<file path="src/rtl/pc_seq_unit.sv">
// pc_seq_unit: multi-cycle program-counter sequencer.
//
// Holds the architectural PC. It issues one fetch request per instruction over
// a valid/ready handshake. It then waits for the execute stage to retire that
// instruction and commits the next PC, which depends on the redirect kind.
// A circular return-address stack (RAS) follows call/return nesting. In this
// generation the RAS is only observed and does not steer npc.
//
// Handshake: a fetch transfer happens on any rising clk edge where both
// fetch_valid and fetch_ready are high. fetch_valid and fetch_pc stay stable
// until that transfer happens. exec_valid is a one-cycle strobe and is only
// honoured while the unit is waiting in S_EXEC.
//
// Ports:
//   clk, rst                 clock; synchronous active-high reset
//   fetch_valid/fetch_ready  fetch request handshake
//   fetch_pc                 address to fetch (equals pc)
//   exec_valid               execute stage retires the instruction at pc
//   exec_kind                000 seq, 001 jal, 010 jalr, 011 branch, 100 csr/trap
//   exec_taken               branch outcome (kind 011 only)
//   exec_offset, exec_src1   immediate and rs1 value for target computation
//   exec_csr_pc              mtvec/mepc target for csr/trap
//   exec_is_call/is_ret      RAS push/pop qualifiers
//   pc, npc                  current PC; combinational next PC
//   misaligned               one-cycle pulse after a misaligned commit
//   ras_top, ras_count       RAS top entry (0 when empty) and occupancy
//   ras_overflow/underflow   sticky RAS error flags
//   dbg_state_o              FSM state (0 = S_FETCH, 1 = S_EXEC)
module pc_seq_unit #(
    parameter int              XLEN       = 32,
    parameter logic [XLEN-1:0] RESET_PC   = 'h8000_0000,
    parameter int              INST_BYTES = 4,
    parameter int              RAS_DEPTH  = 8,
    localparam int             CW         = $clog2(RAS_DEPTH) + 1
) (
    input  logic            clk,
    input  logic            rst,
    output logic            fetch_valid,
    input  logic            fetch_ready,
    output logic [XLEN-1:0] fetch_pc,
    input  logic            exec_valid,
    input  logic [2:0]      exec_kind,
    input  logic            exec_taken,
    input  logic [XLEN-1:0] exec_offset,
    input  logic [XLEN-1:0] exec_src1,
    input  logic [XLEN-1:0] exec_csr_pc,
    input  logic            exec_is_call,
    input  logic            exec_is_ret,
    output logic [XLEN-1:0] pc,
    output logic [XLEN-1:0] npc,
    output logic            misaligned,
    output logic [XLEN-1:0] ras_top,
    output logic [CW-1:0]   ras_count,
    output logic            ras_overflow,
    output logic            ras_underflow,
    output logic            dbg_state_o
);

    localparam int PW = $clog2(RAS_DEPTH);
    localparam logic [XLEN-1:0] STEP       = XLEN'(INST_BYTES);
    localparam logic [XLEN-1:0] ALIGN_MASK = XLEN'(INST_BYTES - 1);
    localparam logic [CW-1:0]   FULL_COUNT = CW'(RAS_DEPTH);

    typedef enum logic {
        S_FETCH = 1'b0,
        S_EXEC  = 1'b1
    } state_t;

    state_t          state_q, state_d;
    logic [XLEN-1:0] pc_q;
    logic            misaligned_q;
    logic            commit;

    logic [XLEN-1:0] ras_mem_q [RAS_DEPTH];
    logic [PW-1:0]   ptr_q, ptr_d;          // next free slot (one past the top)
    logic [CW-1:0]   count_q, count_d;
    logic            ovf_q, ovf_d;
    logic            udf_q, udf_d;
    logic            ras_we;
    logic [PW-1:0]   ras_waddr;
    logic [PW-1:0]   top_idx;
    logic            ras_empty;
    logic            ras_full;

    logic [XLEN-1:0] seq_pc;
    logic [XLEN-1:0] jalr_sum;

    // ------------------------------------------------------------------
    // FSM
    // ------------------------------------------------------------------
    always_ff @(posedge clk) begin
        if (rst) state_q <= S_FETCH;
        else     state_q <= state_d;
    end

    always_comb begin
        state_d     = state_q;
        fetch_valid = 1'b0;
        commit      = 1'b0;
        case (state_q)
            S_FETCH: begin
                // The request is withheld while reset is applied.
                fetch_valid = !rst;
                if (fetch_ready && !rst) state_d = S_EXEC;
            end
            S_EXEC: begin
                if (exec_valid) begin
                    commit  = 1'b1;
                    state_d = S_FETCH;
                end
            end
            default: state_d = S_FETCH;
        endcase
    end

    // ------------------------------------------------------------------
    // Next-PC computation (all sums wrap modulo 2^XLEN)
    // ------------------------------------------------------------------
    assign seq_pc   = pc_q + STEP;
    assign jalr_sum = exec_src1 + exec_offset;

    always_comb begin
        npc = seq_pc;
        case (exec_kind)
            3'b001:  npc = pc_q + exec_offset;
            3'b010:  npc = {jalr_sum[XLEN-1:1], 1'b0};
            3'b011:  npc = exec_taken ? (pc_q + exec_offset) : seq_pc;
            3'b100:  npc = exec_csr_pc;
            default: npc = seq_pc;
        endcase
    end

    always_ff @(posedge clk) begin
        if (rst) begin
            pc_q         <= RESET_PC;
            misaligned_q <= 1'b0;
        end else begin
            if (commit) pc_q <= npc;
            // Report only. The PC still moves to the misaligned target,
            // and the CSR unit raises the trap.
            misaligned_q <= commit && ((npc & ALIGN_MASK) != '0);
        end
    end

    // ------------------------------------------------------------------
    // Return-address stack
    // ------------------------------------------------------------------
    assign top_idx   = ptr_q - 1'b1;
    assign ras_empty = (count_q == '0);
    assign ras_full  = (count_q == FULL_COUNT);

    always_comb begin
        ptr_d     = ptr_q;
        count_d   = count_q;
        ovf_d     = ovf_q;
        udf_d     = udf_q;
        ras_we    = 1'b0;
        ras_waddr = ptr_q;
        if (commit) begin
            case ({exec_is_call, exec_is_ret})
                2'b10: begin
                    // When full, the write slot is the oldest entry, so a
                    // push overwrites it and the count stays at the maximum.
                    ras_we = 1'b1;
                    ptr_d  = ptr_q + 1'b1;
                    if (ras_full) ovf_d   = 1'b1;
                    else          count_d = count_q + 1'b1;
                end
                2'b01: begin
                    if (ras_empty) begin
                        udf_d = 1'b1;
                    end else begin
                        ptr_d   = ptr_q - 1'b1;
                        count_d = count_q - 1'b1;
                    end
                end
                2'b11: begin
                    // Coroutine jump: pop then push, which replaces the top
                    // entry in place. An empty stack only takes the push.
                    ras_we = 1'b1;
                    if (ras_empty) begin
                        ptr_d   = ptr_q + 1'b1;
                        count_d = count_q + 1'b1;
                        udf_d   = 1'b1;
                    end else begin
                        ras_waddr = top_idx;
                    end
                end
                default: ;
            endcase
        end
    end

    always_ff @(posedge clk) begin
        if (rst) begin
            ptr_q   <= '0;
            count_q <= '0;
            ovf_q   <= 1'b0;
            udf_q   <= 1'b0;
        end else begin
            ptr_q   <= ptr_d;
            count_q <= count_d;
            ovf_q   <= ovf_d;
            udf_q   <= udf_d;
        end
    end

    // Storage has no reset. An entry is only read when count covers it.
    always_ff @(posedge clk) begin
        if (ras_we && !rst) ras_mem_q[ras_waddr] <= seq_pc;
    end

    // ------------------------------------------------------------------
    // Outputs
    // ------------------------------------------------------------------
    assign pc            = pc_q;
    assign fetch_pc      = pc_q;
    assign misaligned    = misaligned_q;
    assign ras_top       = ras_empty ? '0 : ras_mem_q[top_idx];
    assign ras_count     = count_q;
    assign ras_overflow  = ovf_q;
    assign ras_underflow = udf_q;
    assign dbg_state_o   = state_q;

endmodule

</file>
<file path="config.mk">
export PLATFORM = sky130hd
export DESIGN_NAME = pc_seq_unit
export DESIGN_NICKNAME = d
export VERILOG_FILES = /design/src/rtl/pc_seq_unit.sv
export SDC_FILE = /design/constraint.sdc
export NUM_CORES = 1
export LEC_CHECK = 0
export BUFFER_PORTS_ARGS = -buffer_cell sky130_fd_sc_hd__buf_2
export CAP_MARGIN = 20
export CORE_MARGIN = 3
export CORE_UTILIZATION = 63
export CTS_CLUSTER_SIZE = 30
export DETAILED_ROUTE_END_ITERATION = 8
export GPL_TIMING_DRIVEN = 0
export HOLD_SLACK_MARGIN = 0.1
export PLACE_DENSITY = 0.87
export SYNTH_ARGS = -nofsm -noshare
export SYNTH_HDL_FRONTEND = slang
export SYNTH_SLANG_ARGS = --single-unit
</file>
<file path="constraint.sdc">
create_clock -name clk -period 9.85 [get_ports clk]
set_clock_uncertainty 0.1 [all_clocks]
set_input_delay 1.4775 -clock clk [delete_from_list [all_inputs] [get_ports clk]]
set_output_delay 1.4775 -clock clk [all_outputs]
set_load 0.005 [all_outputs]
</file>
After elaboration in Yosys (flattened, before gate mapping):

Memories as Yosys holds them, arrays and structs flattened.
Cells that the tools add are included.

* add/sub/neg operators: 7
* equality and inequality tests: 11
* mux-type cells: 22
* bitwise gates (word level): 1
* reductions and logical operators: 13

Operators with widths (count)
* 32-bit one-hot mux with 4 select lines: 1
* 32-bit adder: 2
* 32-bit two-way mux: 2
* 32-bit by 3-bit adder with 32-bit output, second input constant: 1
* 32-bit nonzero test: 1
* 3-bit two-way mux: 4
* 4-bit two-way mux: 3
* 4-bit one-hot mux with 3 select lines: 1
* 1-bit two-way mux: 9
* 3-bit one-hot mux with 3 select lines: 1
* 3-bit AND reduction: 3
* 3-bit by 2-bit equality test with 1-bit output, second input constant: 2
* 2-bit inequality test, second input constant: 3
* 5-bit AND reduction: 1
* 4-bit by 1-bit adder with 4-bit output, second input constant: 1
* 2-bit equality test, second input constant: 2
* 4-bit equality test, second input constant: 1
* 4-bit logical NOT: 1
* 2-bit OR reduction: 2
* 4-bit by 1-bit subtractor with 4-bit output, second input constant: 1
* 3-bit by 1-bit adder with 3-bit output, second input constant: 1
* 3-bit by 1-bit equality test with 1-bit output, second input constant: 1
* 3-bit equality test, second input constant: 1
* 1-bit logical AND: 3
* 6 further kinds: 6

* flip-flop bits (word level): 43
* bits in writable memories: 256
* input bits: 106
* logic and storage cells: 62
* memories: 1

Memories
* ras_mem_q: words 8, width 32, read ports 1, clocked after memory_dff 0, write ports 1, RTL line 74 `logic [XLEN-1:0] ras_mem_q [RAS_DEPTH];`

Longest topological paths before layout:

Gate-level depths: netlist of the first run.

* depth after elaboration: 7
* depth in mapped cells: 11
* mapped depth without buffers: 11

Worst setup path before layout of the first run:

Ideal clock, no wire load.

* kind: input port to output port
* from: input exec_offset[10]
* to: output npc[29]
* arrival: 3.509 ns
* required time: 8.273 ns
* path slack: 4.763 ns
* cell stages on the path: 10
* path buffers: 1
* path through: ha_1 -> buf_4 -> a211oi_1 -> nor2_1 -> o311ai_1 -> o211ai_2 -> o21ai_4 -> o22ai_1 -> mux2i_1 -> or3b_1

* cells in the longest elaborated chain, start to end: 3
* elaborated cells on any way between the ends: 4
* those cells by class: 2 x add/sub; 2 x mux

RTL lines
* from (decl): RTL line 44 `input logic [XLEN-1:0] exec_offset,`
* 32-bit adder: RTL line 125, 127
* 32-bit two-way mux: RTL line 127 `3'b011: npc = exec_taken ? (pc_q + exec_offset) : seq_pc;`
* 32-bit one-hot mux with 4 select lines *: RTL line 124 `case (exec_kind)`
* to (decl): RTL line 50 `output logic [XLEN-1:0] npc,`

Mark *: on every way between the ends. The rest lies on a longest branch, timed or not.

Final worst setup path of the first run:

* from: register ptr_q[0]
* to: output ras_top[2]

* cells in the longest elaborated chain, start to end: 3

RTL lines
* from (decl): RTL line 75 `logic [PW-1:0] ptr_q, ptr_d;`
* from (signal assigned): RTL line 201 `ptr_q <= ptr_d;`
* 3-bit by 1-bit subtractor with 3-bit output: RTL line 148 `assign top_idx = ptr_q - 1'b1;`
* memory 8 x 32 bit
* 32-bit two-way mux: RTL line 219 `assign ras_top = ras_empty ? '0 : ras_mem_q[top_idx];`
* to (decl): RTL line 52 `output logic [XLEN-1:0] ras_top,`

Every way passes these cells.

==> results of run 1 <==
[Yosys cell counts, types with 6 or more instances]
master    number  share of area
a211oi_1      12         0.0053
a21o_1        25          0.011
a21oi_1       69          0.020
a221o_1        9         0.0053
a222oi_1      14         0.0083
a22o_1         7         0.0036
a22oi_1        7         0.0031
a311oi_1       7         0.0036
a31oi_1       13         0.0048
and2_1        10         0.0037
and3_1        18         0.0066
buf_1          9         0.0020
buf_4         36          0.016
clkbuf_1      54          0.012
dfxtp_1       43          0.051
edfxtp_1     256           0.45
ha_1          69          0.051
inv_1         41         0.0091
mux2i_1       14         0.0083
mux4_2        64          0.085
nand2_1      120          0.027
nand2b_1      19         0.0070
nand3_1       93          0.027
nand4_1       23         0.0085
nor2_1       101          0.022
nor3_1        20         0.0059
nor4_1         6         0.0022
o211a_1        7         0.0041
o211ai_1       8         0.0035
o21a_1        12         0.0053
o21ai_0       53          0.016
o21ai_1        7         0.0021
o21ba_2        6         0.0035
o21bai_1      15         0.0066
o31ai_1        7         0.0031
xnor2_1       44          0.023
xor2_1        27          0.014
[worst paths after layout]
check / to / startpoint / slack, ns / cells past startpoint
max: ras_top[2] / ptr_q[0] / 3.86 / 10
min: ras_underflow / ras_underflow / 0.38 / 2
max reg2reg: ras_mem_q[0][18] / ptr_q[0] / 5.56 / 9
min reg2reg: ras_underflow / ras_underflow / 0.38 / 2
[per-stage QoR]
step / area, um2 / power (uW) / hold WS [ns]
6_report: 19700 / 2950 / 0.383
5_1_grt: 19700 / 3040 / 0.419
4_1_cts: 19700 / 2930 / 0.387
3_5_place_dp: 18900 / 1940 / 0.359
3_3_place_gp: 18600 / 1930 / 0.357
2_1_floorplan: 16900 / 1750 / 0.363
[worst max-delay path, stage by stage (launching register included)]
cell and delay, ns:
dfxtp_1 0.35, clkbuf_1 0.30, buf_1 0.64, inv_1 0.21, ha_1 0.43, buf_1 0.47, clkbuf_1 0.68, mux4_2 0.43
nand3_1 0.10, nand2_1 0.10, buf_2 0.14
[power by group through the flow]
stage / combinational [uW] / sequential (uW) / clock (uW)
6_report: 523 / 1410 / 1020
4_1_cts: 510 / 1410 / 1010
3_3_place_gp: 495 / 1430 / 0
2_1_floorplan: 324 / 1430 / 0
3_5_place_dp: 505 / 1430 / 0
5_1_grt: 564 / 1410 / 1070
[flip-flops by register name, summed over array words and instances (netlist names)]
signal / count
ras_underflow: 1
fetch_pc: 32
ptr_q: 3
ras_count: 4
misaligned: 1
ras_overflow: 1
dbg_state_o: 1
ras_mem_q: 256
[routing by layer]
layer,vias to the layer above,global-route usage,part of all wire
met1,6720,0.512,0.36
met3,170,0.0620,0.12
met4,0,0.153,0.044
li1,6123,-,-
met5,-,0,0
met2,1080,0.612,0.47
[cell families (layout without fill, tap and decap cells)]
group | count (synthesis) | count (layout) | share of synthesized area
and+or+nand+nor | 442 | 442 | 0.126
AOI/OAI and AO/OA | 330 | 330 | 0.140
DFF | 299 | 299 | 0.505
buffers and inverters | 147 | 458 | 0.0414
muxes | 82 | 82 | 0.0964
adders and majority gates | 72 | 72 | 0.0545
xor gates and xnor gates | 71 | 71 | 0.0367
[placed cells by master, fill, tap and decap left out, drive strengths merged, types with 6 or more instances in the layout]
master	Yosys	layout
a21o	26	26
nand2	120	120
a311oi	9	9
nand2b	19	19
a221o	9	9
a222oi	14	14
a211oi	13	13
and3	19	19
edfxtp	256	256
a221oi	6	6
a22o	7	7
mux4	64	64
clkbuf	55	90
inv	41	44
xnor2	44	44
o21bai	15	15
and2	12	12
nor3	21	21
o21ba	6	6
nor4	8	8
a31oi	15	15
o31ai	8	8
buf	51	309
a22oi	7	7
xor2	27	27
dfxtp	43	43
nand3	94	94
clkinv	0	12
or2	6	6
mux2i	14	14
o21ai	61	61
nor2	101	101
o211a	7	7
o21a	12	12
a21oi	69	69
ha	69	69
o211ai	9	9
nand4	24	24
[final cells by class]
type | count | area, um2
inverter | 41 | 154
buffer | 106 | 548
sequential | 299 | 8550
multi-input combinational | 997 | 7740
tap | 335 | 419
timing repair buffer | 258 | 1470
clock inverter | 18 | 100
clock buffer | 35 | 748
fill | 1674 | 6550
==> metrics.md, run 1 <==
| Metric | Value |
|---|---|
| # hold bufs at CTS | 0 |
| Max Slew Vio Count | 0 |
| DRT Pass-1 Iters | 7 |
| First-pass GRT wire length | 82.2 mm |
| Crit Path Class | reg2out |
| Period utilization | 0.608 |
| Seq/Total Area, Yosys | 0.505 |
| Routability congestion estimate | 1.03 |
| CTS clk-pin slew, worst paths | 0.06 ns |
| Fin crit period | 5.99 ns |
| Mapped Avg Cell Area | 11.7 um2 |
| Root Buffer Master | clkbuf_16 |
| Routed vias/inst | 6.75 |
| Clock power share | 0.346 |
| Die width | 170 um |
| Worst-Margin Slew | 1.18 ns |
| Final core occ | 0.751 |
| CP Capture Type | output pin |
| # DRC | 0 |
| Core ar. | 26300 um2 |
| Synth unique cells | 88 |
| Clk_lat worst skew | 0.56 ns |
| #FFs+latches synth | 299 |
| Dpl ws | 4.04 ns |
| Fin. Hold Viols | 0 |
| Post-Place Cells | 2035 |
| DIE AREA | 28900 um2 |
| Initial Util | 0.645 |
| Max-slew headroom | 0.205 |
| Sw frac | 0.279 |
| WL/cell | 26.3 um |
| Sink Count | 299 |
| CTS tree | built |
| Syn. warnings | 0 |
| Synthesized cell area | 16900 um2 |
| Post-CTS sizing | 0 |
| Drt initial violations | 2178 |
| Cell internal pwr | 2130 uW |
| Critical path fanouts, max | 10 |
| P_sw | 823 uW |
| Layout area overhead | 16.4% |
| CP Data Required Time | 8.27 ns |
| Row Count | 59 |
| Clk buf depth | 3 |
| Pin count of the biggest net entering global routing | 18 |
| RSZ-0062 raised after global routing | no |
| Nets | 1910 |
| Peak supply drop | 0.121 mV |
| Sequential share of power | 0.477 |
| Diode count | 0 |
| Fmax | 0.167 GHz |
| Worst hold path type | reg2reg |
| Final setup fails | 0 |
| CTS Buf Count | 29 |
| Via count | 14100 |
| Final ANT Viol Nets | 0 |
| GRT overflow | 0 |
| Status | complete, no violations |
| Synthesized instance count | 1443 |
| Fraction of registers with async set/reset | 0 |
| Syn_nets | 1621 |
| Antenna violations before repair | 0 |
| Post-synth EDFFs | 256 |
| Total Routing Usage GR | 0.376 |
| Setup Fix Bufs, Post-CTS | 0 |
| H-Tree Depth | 1 |
| Arrival @ worst endpoint | 4.41 ns |
| CP startpoint kind | flop |
| Vias in the first global route | 14000 |
| Input/output buffers | 241 |
| Final worst setup slack | 3.86 ns |
| Ports | 243 |
| DIE HEIGHT | 170 um |
| Leakage power | 0.00788 uW |
| Setup TNS | 0 ns |
| Non-Filler Instances | 2089 |
| PD cells | 150 nW/um2 |
| DRT Wirelength | 55.0 mm |
| Share of post-route cells with drive strength above 1 | 0.258 |
| Max_cap viols | 0 |
| Main synth FF type | edfxtp_1 |
| Dpl hpwl | 40.2 mm |
| Gate power share | 0.177 |
Note: power is estimated with default switching activity, not from simulation.
==> inputs of run 2 (changes only) <==
ABC_AREA = 1   (was default)
CORE_UTILIZATION = 53   (was 63)
PLACE_DENSITY = 0.77   (was 0.87)
clock period = 4.93 ns   (was 9.85 ns; I/O delays follow)
==> metrics.md, run 2 <==
| Metric | Value |
|---|---|
| Status | complete, no violations |
| Vias in the first global route | 16600 (+19%) |
| Initial Util | 0.543 (-0.101) |
| Register area | 8550 um2 (unchanged) |
| WL/cell | 21.1 um (-20%) |
| Syn. warnings | 0 (unchanged) |
| Final setup fails | 0 (unchanged) |
| Dpl hpwl | 49.1 mm (+22%) |
| Sink Count | 299 (unchanged) |
| Fin. Hold Viols | 0 (unchanged) |
| Input/output buffers | 241 (unchanged) |
| Synthesized cell area | 17900 um2 (+5.7%) |
| Leakage power | 0.00955 uW (+21%) |
| Core ar. | 32900 um2 (+25%) |
| Routability congestion estimate | 1.01 (-2.1%) |
| Worst-Margin Slew | 0.935 ns (-0.250 ns) |
| CP Capture Type | output pin |
| Antenna violations before repair | 0 (unchanged) |
| Setup TNS | 0 ns (unchanged) |
| Max_cap viols | 0 (unchanged) |
| Drt initial violations | 1385 (-36%) |
| # DRC | 0 (unchanged) |
| Cell taking the most area after synthesis | edfxtp_1 |
| Final ANT Viol Nets | 0 (unchanged) |
| Nets | 2680 (+40%) |
| Period utilization | 0.958 |
| Arrival @ worst endpoint | 3.88 ns (-0.53 ns) |
| Row Count | 66 (+12%) |
| Top cell types by occurrence after synthesis | 539 x nand2_1, 281 x nor2_1, 268 x inv_1 |
| Most common cell after layout, fill and taps aside | nand2_1 |
| Pin count of the biggest net entering global routing | 31 (+13) |
| Main synth FF type | edfxtp_1 |
| Crit-path most repeated cell | buf_2 |
| Reg2reg path depth | 11 (+2) |
| Synth area leaders | edfxtp_1 43%, nand2_1 11%, nor2_1 5.9% |
| DIE HEIGHT | 190 um (+12%) |
| Max-slew headroom | 0.372 (+0.168) |
| CTS tree | built |
| Non-Filler Instances | 2967 (+42%) |
| Most common cell in the synthesized netlist | nand2_1 |
| CTS Buf Count | 29 (unchanged) |
| Via count | 17000 (+20%) |
| Clk buf depth | 3 (unchanged) |
| CP startpoint kind | flop |
| Crit Path Class | reg2out |
| Hold Path Cell Cnt | 3 (+1) |
| Share of post-route cells with drive strength above 1 | 0.157 (-0.100) |
| Max Slew Vio Count | 0 (unchanged) |
| Crit path largest cell delay | 0.56 ns (-0.12 ns) |
| Worst hold path type | in2reg |
| DIE AREA | 36000 um2 (+25%) |
| Synthesized instance count | 2223 (+54%) |
| CP Data Required Time | 4.09 ns (-4.18 ns) |
| Diode count | 0 (unchanged) |
| Post-Place Cells | 2914 (+43%) |
| Fraction of registers with async set/reset | 0 (unchanged) |
| H-Tree Depth | 1 (unchanged) |
| Layout area overhead | 17.0% |
| DRT Wirelength | 62.7 mm (+14%) |
| Root Buffer Master | clkbuf_16 |
| Critical path fanouts, max | 11 (+1) |
| Die width | 190 um (+12%) |
| Seq/Total Area, Yosys | 0.477 (-0.0271) |
| PD cells | 293 nW/um2 (+96%) |
| Mapped Avg Cell Area | 8.05 um2 (-31%) |
| Critical path, cell by cell | buf_2 > inv_1 > buf_2 > buf_2 > ha_1 > inv_1 > clkbuf_1 > o21ai_0 > o22ai_1 > nand3_1 > o21ai_0 > buf_2 |
| GRT overflow | 0 (unchanged) |
| Synth unique cells | 53 (-40%) |
| Biggest register | ras_mem_q |
| Filler cells | 2842 (+70%) |
| Fmax | 0.212 GHz |
| Syn_nets | 2401 (+48%) |
| Most frequent cells in the layout | 539 x nand2_1, 273 x nor2_1, 268 x inv_1 |
| Setup Fix Bufs, Post-CTS | 0 (unchanged) |
| Fin crit period | 4.72 ns |
| Routed vias/inst | 5.71 (-15%) |
| Total Routing Usage GR | 0.341 (-0.0350) |
| Max reg flops | 256 (unchanged) |
| Critical-path top delay cell | dfxtp_1 |
| Ports | 243 (unchanged) |
| RSZ-0062 raised after global routing | no |
| First-pass GRT wire length | 94.5 mm (+15%) |
| #FFs+latches synth | 299 (unchanged) |
| Peak supply drop | 0.303 mV (+150%) |
| Top cell type's share of synthesized area | 0.429 (-0.0244) |
| Area of the multi-input gates | 7820 um2 (+0.97%) |
| Clk_lat worst skew | 0.55 ns (about the same) |
| Post-synth EDFFs | 256 (unchanged) |
| DRT Pass-1 Iters | 5 (-2) |
| CTS clk-pin slew, worst paths | 0.06 ns (about the same) |
[run 2: changes by cell type after synthesis, moves of 18 or more]
cell,delta
inv_1,+227
xnor2_1,-38
o22ai_1,+63
nand2b_1,-19
mux4_2,-64
a21o_1,-21
o21ai_0,+157
nand3_1,+41
and3_1,-18
nor2_1,+180
nand2_1,+419
[run 2: layout make-up]
| type | count | share of cell area |
|---|---|---|
| Buffer | 100 | 0.0272 |
| Clock buffer | 31 | 0.0350 |
| Clock inverter | 23 | 0.0136 |
| Inverter | 276 | 0.0495 |
| Multi-Input combinational cell | 1547 | 0.373 |
| Sequential cell | 299 | 0.408 |
| Tap cell | 442 | 0.0264 |
| Timing Repair Buffer | 249 | 0.0670 |
[run 2: through the flow]
| stage | hold WS (ns) | worst slack, ns | power, uW | utilization | area (um2) |
|---|---|---|---|---|---|
| finish | 0.301 | 0.208 | 6150 | 0.636 | 20900 |
| global route | 0.314 | 0.0266 | 6340 | 0.636 | 20900 |
| CTS | 0.298 | 0.0782 | 6130 | 0.636 | 20900 |
| detailed placement | 0.353 | 0.551 | 3810 | 0.605 | 19900 |
| global placement | 0.349 | -0.792 | 3790 | 0.597 | 19700 |
| floorplan | 0.352 | 1.07 | 3400 | - | 17900 |
[run 2: cells by family after synthesis]
family / Yosys count / share of synthesized area
compound gates: 388 / 0.118
simple gates: 1059 / 0.249
fa+ha+maj: 72 / 0.0516
xor+xnor: 28 / 0.0141
buf+inv: 377 / 0.0897
flops: 299 / 0.477
[run 2: timing repair]
action,CTS,global route
hold buffers,0,0
pin swaps,0,0
endpoints found under the setup margin,2,11
resized for setup,2,5
[run 2: path summary, 6_finish.rpt]
path	startpoint	end	slack (ns)
setup / recovery	ptr_q[0]	ras_top[30]	0.21
hold / removal	fetch_ready	dbg_state_o	0.30
setup reg to reg	ptr_q[0]	ras_mem_q[5][21]	1.05
hold reg to reg	ras_overflow	ras_overflow	0.38
[run 2: per-layer routing]
metal	share of wire	global-route usage	routed length, um
met1	0.39	0.430	24200
met2	0.50	0.610	31200
met3	0.078	0.0297	4880
met4	0.038	0.134	2380
met5	0	0	0
[run 2: critical path: cells and delay by family, from the launching register on]
family,cells,cell delay (ns)
AOI/OAI and AO/OA,3,0.54
DFF,1,0.56
adders and majority gates,1,0.37
and+or+nand+nor,1,0.13
buffers and inverters,7,1.70
[run 2: power breakdown]
part / internal [uW] / total [uW] / switching, uW / leakage, uW
clock: 1400 / 2370 / 966 / 0.000502
combinational: 330 / 1000 / 671 / 0.00634
sequential: 2740 / 2780 / 34.4 / 0.00272
total: 4470 / 6150 / 1670 / 0.00955
